**config.mk**
```make
export PLATFORM = sky130hd
export DESIGN_NAME = atm_cash_arbiter
export DESIGN_NICKNAME = d
export VERILOG_FILES = /design/src/rtl/atm_cash_arbiter.sv
export SDC_FILE = /design/constraint.sdc
export NUM_CORES = 1
export LEC_CHECK = 0
export BUFFER_PORTS_ARGS = -buffer_cell sky130_fd_sc_hd__buf_2
export CORE_ASPECT_RATIO = 1.25
export CORE_MARGIN = 4
export CORE_UTILIZATION = 58
export DETAILED_ROUTE_END_ITERATION = 10
export PLACE_DENSITY_LB_ADDON = 0.3
export SETUP_SLACK_MARGIN = 0.5
export SLEW_MARGIN = 20
export SYNTH_ARGS = -nofsm -noshare
export SYNTH_HDL_FRONTEND = slang
export SYNTH_SLANG_ARGS = --single-unit
```
**constraint.sdc**
```tcl
create_clock -name clk -period 4.5 [get_ports clk]
set_input_delay 0 -clock clk [delete_from_list [all_inputs] [get_ports clk]]
set_output_delay 0 -clock clk [all_outputs]
set_load 0.005 [all_outputs]
```
**src/rtl/atm_cash_arbiter.sv**
```systemverilog
// ATM cash dispenser arbiter: round-robin session grant, per-note dispense,
// saturating vault counter with refill.
module atm_cash_arbiter #(
  parameter int NUM_REQ    = 4,
  parameter int AMT_W      = 8,
  parameter int VAULT_W    = 16,
  parameter int VAULT_INIT = 1000
) (
  input  logic                     clk,
  input  logic                     rst,
  input  logic [NUM_REQ-1:0]       req,
  input  logic [NUM_REQ*AMT_W-1:0] amount,
  input  logic                     refill,
  input  logic [VAULT_W-1:0]       refill_amt,
  output logic [NUM_REQ-1:0]       grant,
  output logic [NUM_REQ-1:0]       done,
  output logic [NUM_REQ-1:0]       reject,
  output logic                     note_out,
  output logic                     busy,
  output logic [VAULT_W-1:0]       vault_level
);

  localparam int IW = (NUM_REQ > 1) ? $clog2(NUM_REQ) : 1;

  typedef enum logic [2:0] {
    IDLE, CHECK, DISPENSE, DONE, REJECT
  } state_t;

  state_t state, state_nxt;

  logic [IW-1:0]      owner, last_owner, pick;
  logic               found;
  logic [AMT_W-1:0]   amt_q, cnt;
  logic [VAULT_W-1:0] vault, vault_nxt, amt_ext;
  logic [VAULT_W:0]   vault_sum;
  logic               fits;
  logic [NUM_REQ-1:0] owner_oh;

  // Search starts one past the previous owner so every requester gets a turn.
  always_comb begin
    pick  = '0;
    found = 1'b0;
    for (int i = 0; i < NUM_REQ; i++) begin
      if (!found && req[(int'(last_owner) + 1 + i) % NUM_REQ]) begin
        pick  = IW'((int'(last_owner) + 1 + i) % NUM_REQ);
        found = 1'b1;
      end
    end
  end

  assign amt_ext = VAULT_W'(amt_q);
  assign fits    = (amt_q != '0) && (amt_ext <= vault);

  always_ff @(posedge clk or posedge rst) begin
    if (rst) state <= IDLE;
    else     state <= state_nxt;
  end

  always_comb begin
    state_nxt = state;
    unique case (state)
      IDLE:     if (found) state_nxt = CHECK;
      CHECK:    state_nxt = fits ? DISPENSE : REJECT;
      DISPENSE: if (cnt == AMT_W'(1)) state_nxt = DONE;
      DONE:     state_nxt = IDLE;
      REJECT:   state_nxt = IDLE;
      default:  state_nxt = IDLE;
    endcase
  end

  // Note and refill in the same cycle both apply; only overflow saturates.
  assign vault_sum = {1'b0, vault}
                   - {{VAULT_W{1'b0}}, note_out}
                   + (refill ? {1'b0, refill_amt} : '0);
  assign vault_nxt = vault_sum[VAULT_W] ? '1 : vault_sum[VAULT_W-1:0];

  always_ff @(posedge clk or posedge rst) begin
    if (rst) begin
      owner      <= '0;
      last_owner <= IW'(NUM_REQ - 1);
      amt_q      <= '0;
      cnt        <= '0;
      vault      <= VAULT_W'(VAULT_INIT);
    end else begin
      vault <= vault_nxt;
      unique case (state)
        IDLE: begin
          if (found) begin
            owner <= pick;
            amt_q <= amount[int'(pick)*AMT_W +: AMT_W];
          end
        end
        CHECK:    cnt <= amt_q;
        DISPENSE: cnt <= cnt - AMT_W'(1);
        DONE:     last_owner <= owner;
        REJECT:   last_owner <= owner;
        default:  ;
      endcase
    end
  end

  assign owner_oh    = NUM_REQ'(1) << owner;
  assign busy        = (state != IDLE);
  assign note_out    = (state == DISPENSE);
  assign grant       = busy ? owner_oh : '0;
  assign done        = (state == DONE) ? owner_oh : '0;
  assign reject      = (state == REJECT) ? owner_oh : '0;
  assign vault_level = vault;

endmodule

```
* Yosys cells after proc, flatten, opt, wreduce, memory -nomap -nowiden
Cells that the tools add are included.
** Storage, ports and cells
- Bits in registers :: 39
** Cells by class
- Mux-type cells :: 30
- Magnitude comparators :: 5
- Reduce and logical (&&, ||, !) cells :: 18
- Add/sub/neg operators :: 7
- Shift-type cells :: 2
- Equality and inequality tests :: 7
- Bitwise operators :: 4
** Operator list (count)
- 16-bit 2-to-1 mux :: 2
- 32-bit by 6-bit indexed part select with 8-bit output :: 1
- 17-bit by 16-bit adder with 17-bit output :: 1
- 16-bit by 1-bit subtractor with 17-bit output :: 1
- 8-bit by 16-bit less-or-equal comparator with 1-bit output :: 1
- 3-bit by 4-bit < comparator with 1-bit output, second input constant :: 4
- 8-bit case mux with 2 select lines :: 1
- 1-bit 2-to-1 mux :: 12
- 4-bit 2-to-1 mux :: 3
- 2-bit OR reduction :: 5
- 3-bit 2-to-1 mux :: 3
- 3-bit case mux with 3 select lines :: 1
- 1-bit binary-select mux with 2-bit select :: 4
- 8-bit by 1-bit equality test with 1-bit output, second input constant :: 1
- 2-bit 2-to-1 mux :: 4
- 8-bit nonzero test :: 1
- 8-bit by 1-bit subtractor with 8-bit output, second input constant :: 1
- 3-bit by 2-bit equality test with 1-bit output, second input constant :: 2
- 2-bit by 1-bit adder with 2-bit output, second input constant :: 2
- 2-bit adder, second input constant :: 2
- 1-bit AND, first input constant :: 4
- 1-bit logical AND :: 4
- 2-bit AND reduction :: 2
- 1-bit by 2-bit left shift with 4-bit output, first input constant :: 1
- other kinds (8) :: 10

* Logic depth before layout (Yosys ltp)
- Depth after elaboration :: 18
- Mapped depth :: 14
- Depth with buffers taken out :: 13

* Worst setup path after synthesis
No wires, ideal clock.
- Path type :: register to register
- From :: register state[1]
- To :: register vault[11] (netlist: vault_level[11])
- Buffers on the path :: 2
- Slack :: 1510 ps
- Clock period less this slack :: 2990 ps
- Stages on the path, launching flop included :: 15
- Data required time :: 4380 ps
- Arrival :: 2870 ps
- Setup time :: 120 ps
- Path through :: dfrtp_1 > clkbuf_1 > nand2_1 > inv_1 > nand2_1 > nand2_1 > ha_1 > fa_1 > a21o_1 > a221oi_2 > a211o_2 > a21oi_1 > o211ai_2 > buf_6 > nand2_1
** On the way
- Longest elaborated chain between the ends :: 4
** Ends and longest elaborated chain
- from (decl) :: RTL line 29 : state_t state, state_nxt;
- from (signal assigned) :: RTL line 56 : else state <= state_nxt;
- 3-bit by 2-bit equality test with 1-bit output :: RTL line 104 : assign note_out = (state == DISPENSE);
- net note_out :: RTL line 18 : output logic note_out,
- 16-bit by 1-bit subtractor with 17-bit output :: RTL line 73 : - {{VAULT_W{1'b0}}, note_out}
- 17-bit by 16-bit adder with 17-bit output :: RTL line 74 : + (refill ? {1'b0, refill_amt} : '0);
- 16-bit 2-to-1 mux :: RTL line 75 : assign vault_nxt = vault_sum[VAULT_W] ? '1 : vault_sum[VAULT_W-1:0];
- net vault_nxt[11] :: RTL line 34 : logic [VAULT_W-1:0] vault, vault_nxt, amt_ext;
- to (signal assigned) :: RTL line 83 : vault <= VAULT_W'(VAULT_INIT);
- to (signal assigned) :: RTL line 85 : vault <= vault_nxt;
- to (decl) :: RTL line 34
The timed path passes the listed nets, and every way through them passes these cells.
A chain may end at the register's enable or synchronous reset.

* Worst setup path in the final report
- From :: register state[2]
- To :: register vault[13] (netlist: vault_level[13])
** On the way
- Longest elaborated chain between the ends :: 4
** Ends and longest elaborated chain (RTL line)
- 3-bit by 2-bit equality test with 1-bit output :: 104
- 16-bit by 1-bit subtractor with 17-bit output :: 73
- 17-bit by 16-bit adder with 17-bit output :: 74
- 16-bit 2-to-1 mux :: 75
- net vault_nxt[13] :: 34
The timed path passes the listed nets, and every way through them passes these cells.

==> reports/results.ini <==
[outcome]
status = completed

[synth]
syn_nets = 503
avgSynthCellArea_um2 = 8.299
yosysUniqueCellTypes = 53
synth-main-ff-cell = dfrtp_1
synth_edf_count = 0
syn-cell-area_mm2 = 0.003369
yosysWarnings = 0
synth-simple-area-share_pct = 18.75
synth_top_family_by_area = simple AND/OR/NAND/NOR gates
synth_cells = 406
ys_ff_latch = 39
seq_area_frac_synth_pct = 29.26
synthTopCellsByArea = dfrtp_1, ha_1, mux2i_1
yosys-top-cells-count = inv_1, nand2_1, ha_1, nor2_1, dfrtp_1
synth_compound_area_share_pct = 14.11
synth_top_cell_by_area = dfrtp_1
synthXorXnorAreaFrac_pct = 2.859
synth_fa_ha_area_share_pct = 15.82
yosysTopAreaCellShare_pct = 23.02
synthMuxAreaShare_pct = 11.70
synth_async_sr_flop_share_pct = 100.0

[final_layout]
drive_gt1_share_pct = 24.34
area_growth_pct = 16.97
multiInputGateArea_mm2 = 0.002138
fill_cells = 459
finalNonFillerCells = 557
regArea_um2 = 985.9
layout.nets = 589
n_antenna_cell = 0

[run]
cap_violations = 0

[placed_design]
place_inst = 548
hpwl_mm = 6.747
port_buffers = 84
gp_congestion = 0.9033

[routing]
vias = 3112
wl_met3_um = 395
routed_wl_mm = 8.274
first_pass_iters = 4
wl_met2_mm = 4.582
via_per_inst = 5.587
wl_per_cell_um = 14.85
drc = 0
drt_iter0_drc = 233
highest_layer = met4
ant_nets = 0
met1Wirelength_mm = 3.129

[setup_path]
regToRegStartpoint = state[2]
cp.depth = 13
worstSetupPathType = reg2reg
slowest_stage = o211ai_2
timing.critical_path.buf_inv = 1
critical_path.max_fanout = 16
crit_end = vault_level[13]
crit_chain = nor2_1, nand2_1, inv_1, nand2_1, nand2_1, ha_1, fa_1, a21o_1, a221oi_2, a211o_2, a21oi_1, o211ai_2, o21ai_0
required_ns = 4.63
slowest_delay_ns = 0.54
r2r_end = vault_level[13]
cp_common_cell = nand2_1
cp.arrival_ns = 3.70
endpoint_kind = flip-flop
cp-start-kind = flip-flop
worst-r2r-setup-slack_ns = 0.93
worstSetupStartpoint = state[2]
reg2reg_depth = 13
crit_family = compound AO/OA/AOI/OAI gates

[timing]
max_freq_mhz = 279.7
hold_violations = 0
finClkSkew_ns = 0.004470
setup_tns_ns = 0
fin_crit_sh_pct = 79.44
tightest_slew_ns = 0.6678
post-route-min-period_ns = 3.575
holdWs_ns = 0.1368
rsz0062_at_grt = no
maxSlewViolCount = 0
slew_headroom_pct = 55.38
setup_violations = 0

[hold_path]
hold_class = in2reg

[global_routing]
grt_usage_pct = 23.92
grt_overflow = 0
grt_max_degree = 40
grt_pass1_vias = 3124
grt_first_pass_wirelength_mm = 13.99
antenna_found_initial = 0

[power]
power_density_mw_per_mm2 = 799.7
p_int_uw = 1631
p_leak_uw = 0.002086
ir_drop_uv = 492.3
swShare_pct = 48.26
comb_power_share_pct = 68.8
pwr-share-clk_pct = 7.2
p_sw_uw = 1521
power_frac_seq_pct = 24.0

[floorplan]
fp.coreArea_mm2 = 0.005518
start_util_pct = 61.07
dieArea_mm2 = 0.007101
ios = 85
die_y_um = 93.22
die_x_um = 76.18
rows = 30

[cts]
cts_max_path_buffers = 2
htreeDepth = 2
cts_num_sinks = 39
post_cts_buffers = 0
cts_made_buffers = 5
cts_root_buf = clkbuf_8
insertion_delay_ns = 0.29
postCtsHoldBufs = 1
cts_resized = 0
cts_tree = yes
cts.clk_slew.worst_paths_ns = 0.07

-- flip-flops by register name, summed over array words and instances (netlist names) --
| register | count |
|---|---|
| amt_q | 8 |
| state | 3 |
| last_owner | 2 |
| owner | 2 |
| vault_level | 16 |
| cnt | 8 |
-- final cells by class --
type,count,share of cell area [%]
timing repair buffer,87,11.30
inverter,56,5.333
multi-input combinational,303,54.25
clock inverter,1,0.1270
sequential,39,25.02
tap,64,2.032
clock buffer,7,1.937
-- tightest hold or removal path, stage by stage --
cell	delay, ns
buf_2	0.08
mux2i_1	0.05
mux2i_1	0.11
mux2_2	0.15
-- how the worst min path moves through the flow --
stage | slack [ns] | depth (start not counted) | startpoint | endpoint
after floorplan | 0.20 | 1 | rst | amt_q[0]
after global placement | 0.13 | 3 | rst | cnt[6]
after detailed placement | 0.14 | 3 | rst | cnt[0]
after CTS | 0.14 | 4 | amount[9] | amt_q[1]
after global routing | 0.16 | 4 | amount[2] | amt_q[2]
final | 0.14 | 4 | amount[9] | amt_q[1]
-- layer usage --
layer | global-route usage (%) | vias to the layer above
met5 | 0 | -
met1 | 25.66 | 1434
met3 | 4.046 | 13
met2 | 46.79 | 93
met4 | 7.726 | 0
li1 | - | 1572
-- cells by family (layout without fill, tap and decap cells) --
family,after synthesis,in the layout
multiplexers,38,38
AO/OA/AOI/OAI,73,73
buffers and inverters,64,151
flip-flops,39,39
AND/OR/NAND/NOR,139,139
XOR/XNOR,11,11
adder cells (fa/ha/maj),42,42
-- through the flow --
step	total power [uW]	area, um^2	setup slack, ns	util, %
6_report	3152	3941	0.9252	71.43
5_1_grt	3511	3941	0.5054	71.43
4_1_cts	3153	3934	0.9313	71.29
3_5_place_dp	2918	3842	0.9426	69.64
3_3_place_gp	2851	3842	1.104	69.64
2_1_floorplan	2397	3369	1.510	-
-- cells in the final DEF, fill, tap and decap left out, drive strengths merged, types with 3 or more instances in the layout --
cell,Yosys,final
nand2b,6,6
dfstp,8,8
mux2i,27,27
nand2,56,56
nor4,6,6
or3,5,5
o211ai,4,4
a21oi,23,23
nor2b,3,3
clkbuf,5,7
nor3,7,7
inv,56,56
nor2,35,35
nand3,10,10
o21ai,20,20
dfrtp,31,31
xor2,5,5
buf,3,86
mux2,11,11
xnor2,6,6
nand4,3,3
o21a,4,4
ha,41,41
-- power groups by stage --
stage | Clock (uW) | Combinational, uW | Sequential [uW]
after global routing | 247 | 2490 | 776
after CTS | 231 | 2170 | 752
after detailed placement | 0 | 2160 | 757
final | 228 | 2170 | 756
after floorplan | 0 | 1700 | 698
after global placement | 0 | 2100 | 751
(Power assumes the default switching activity.)
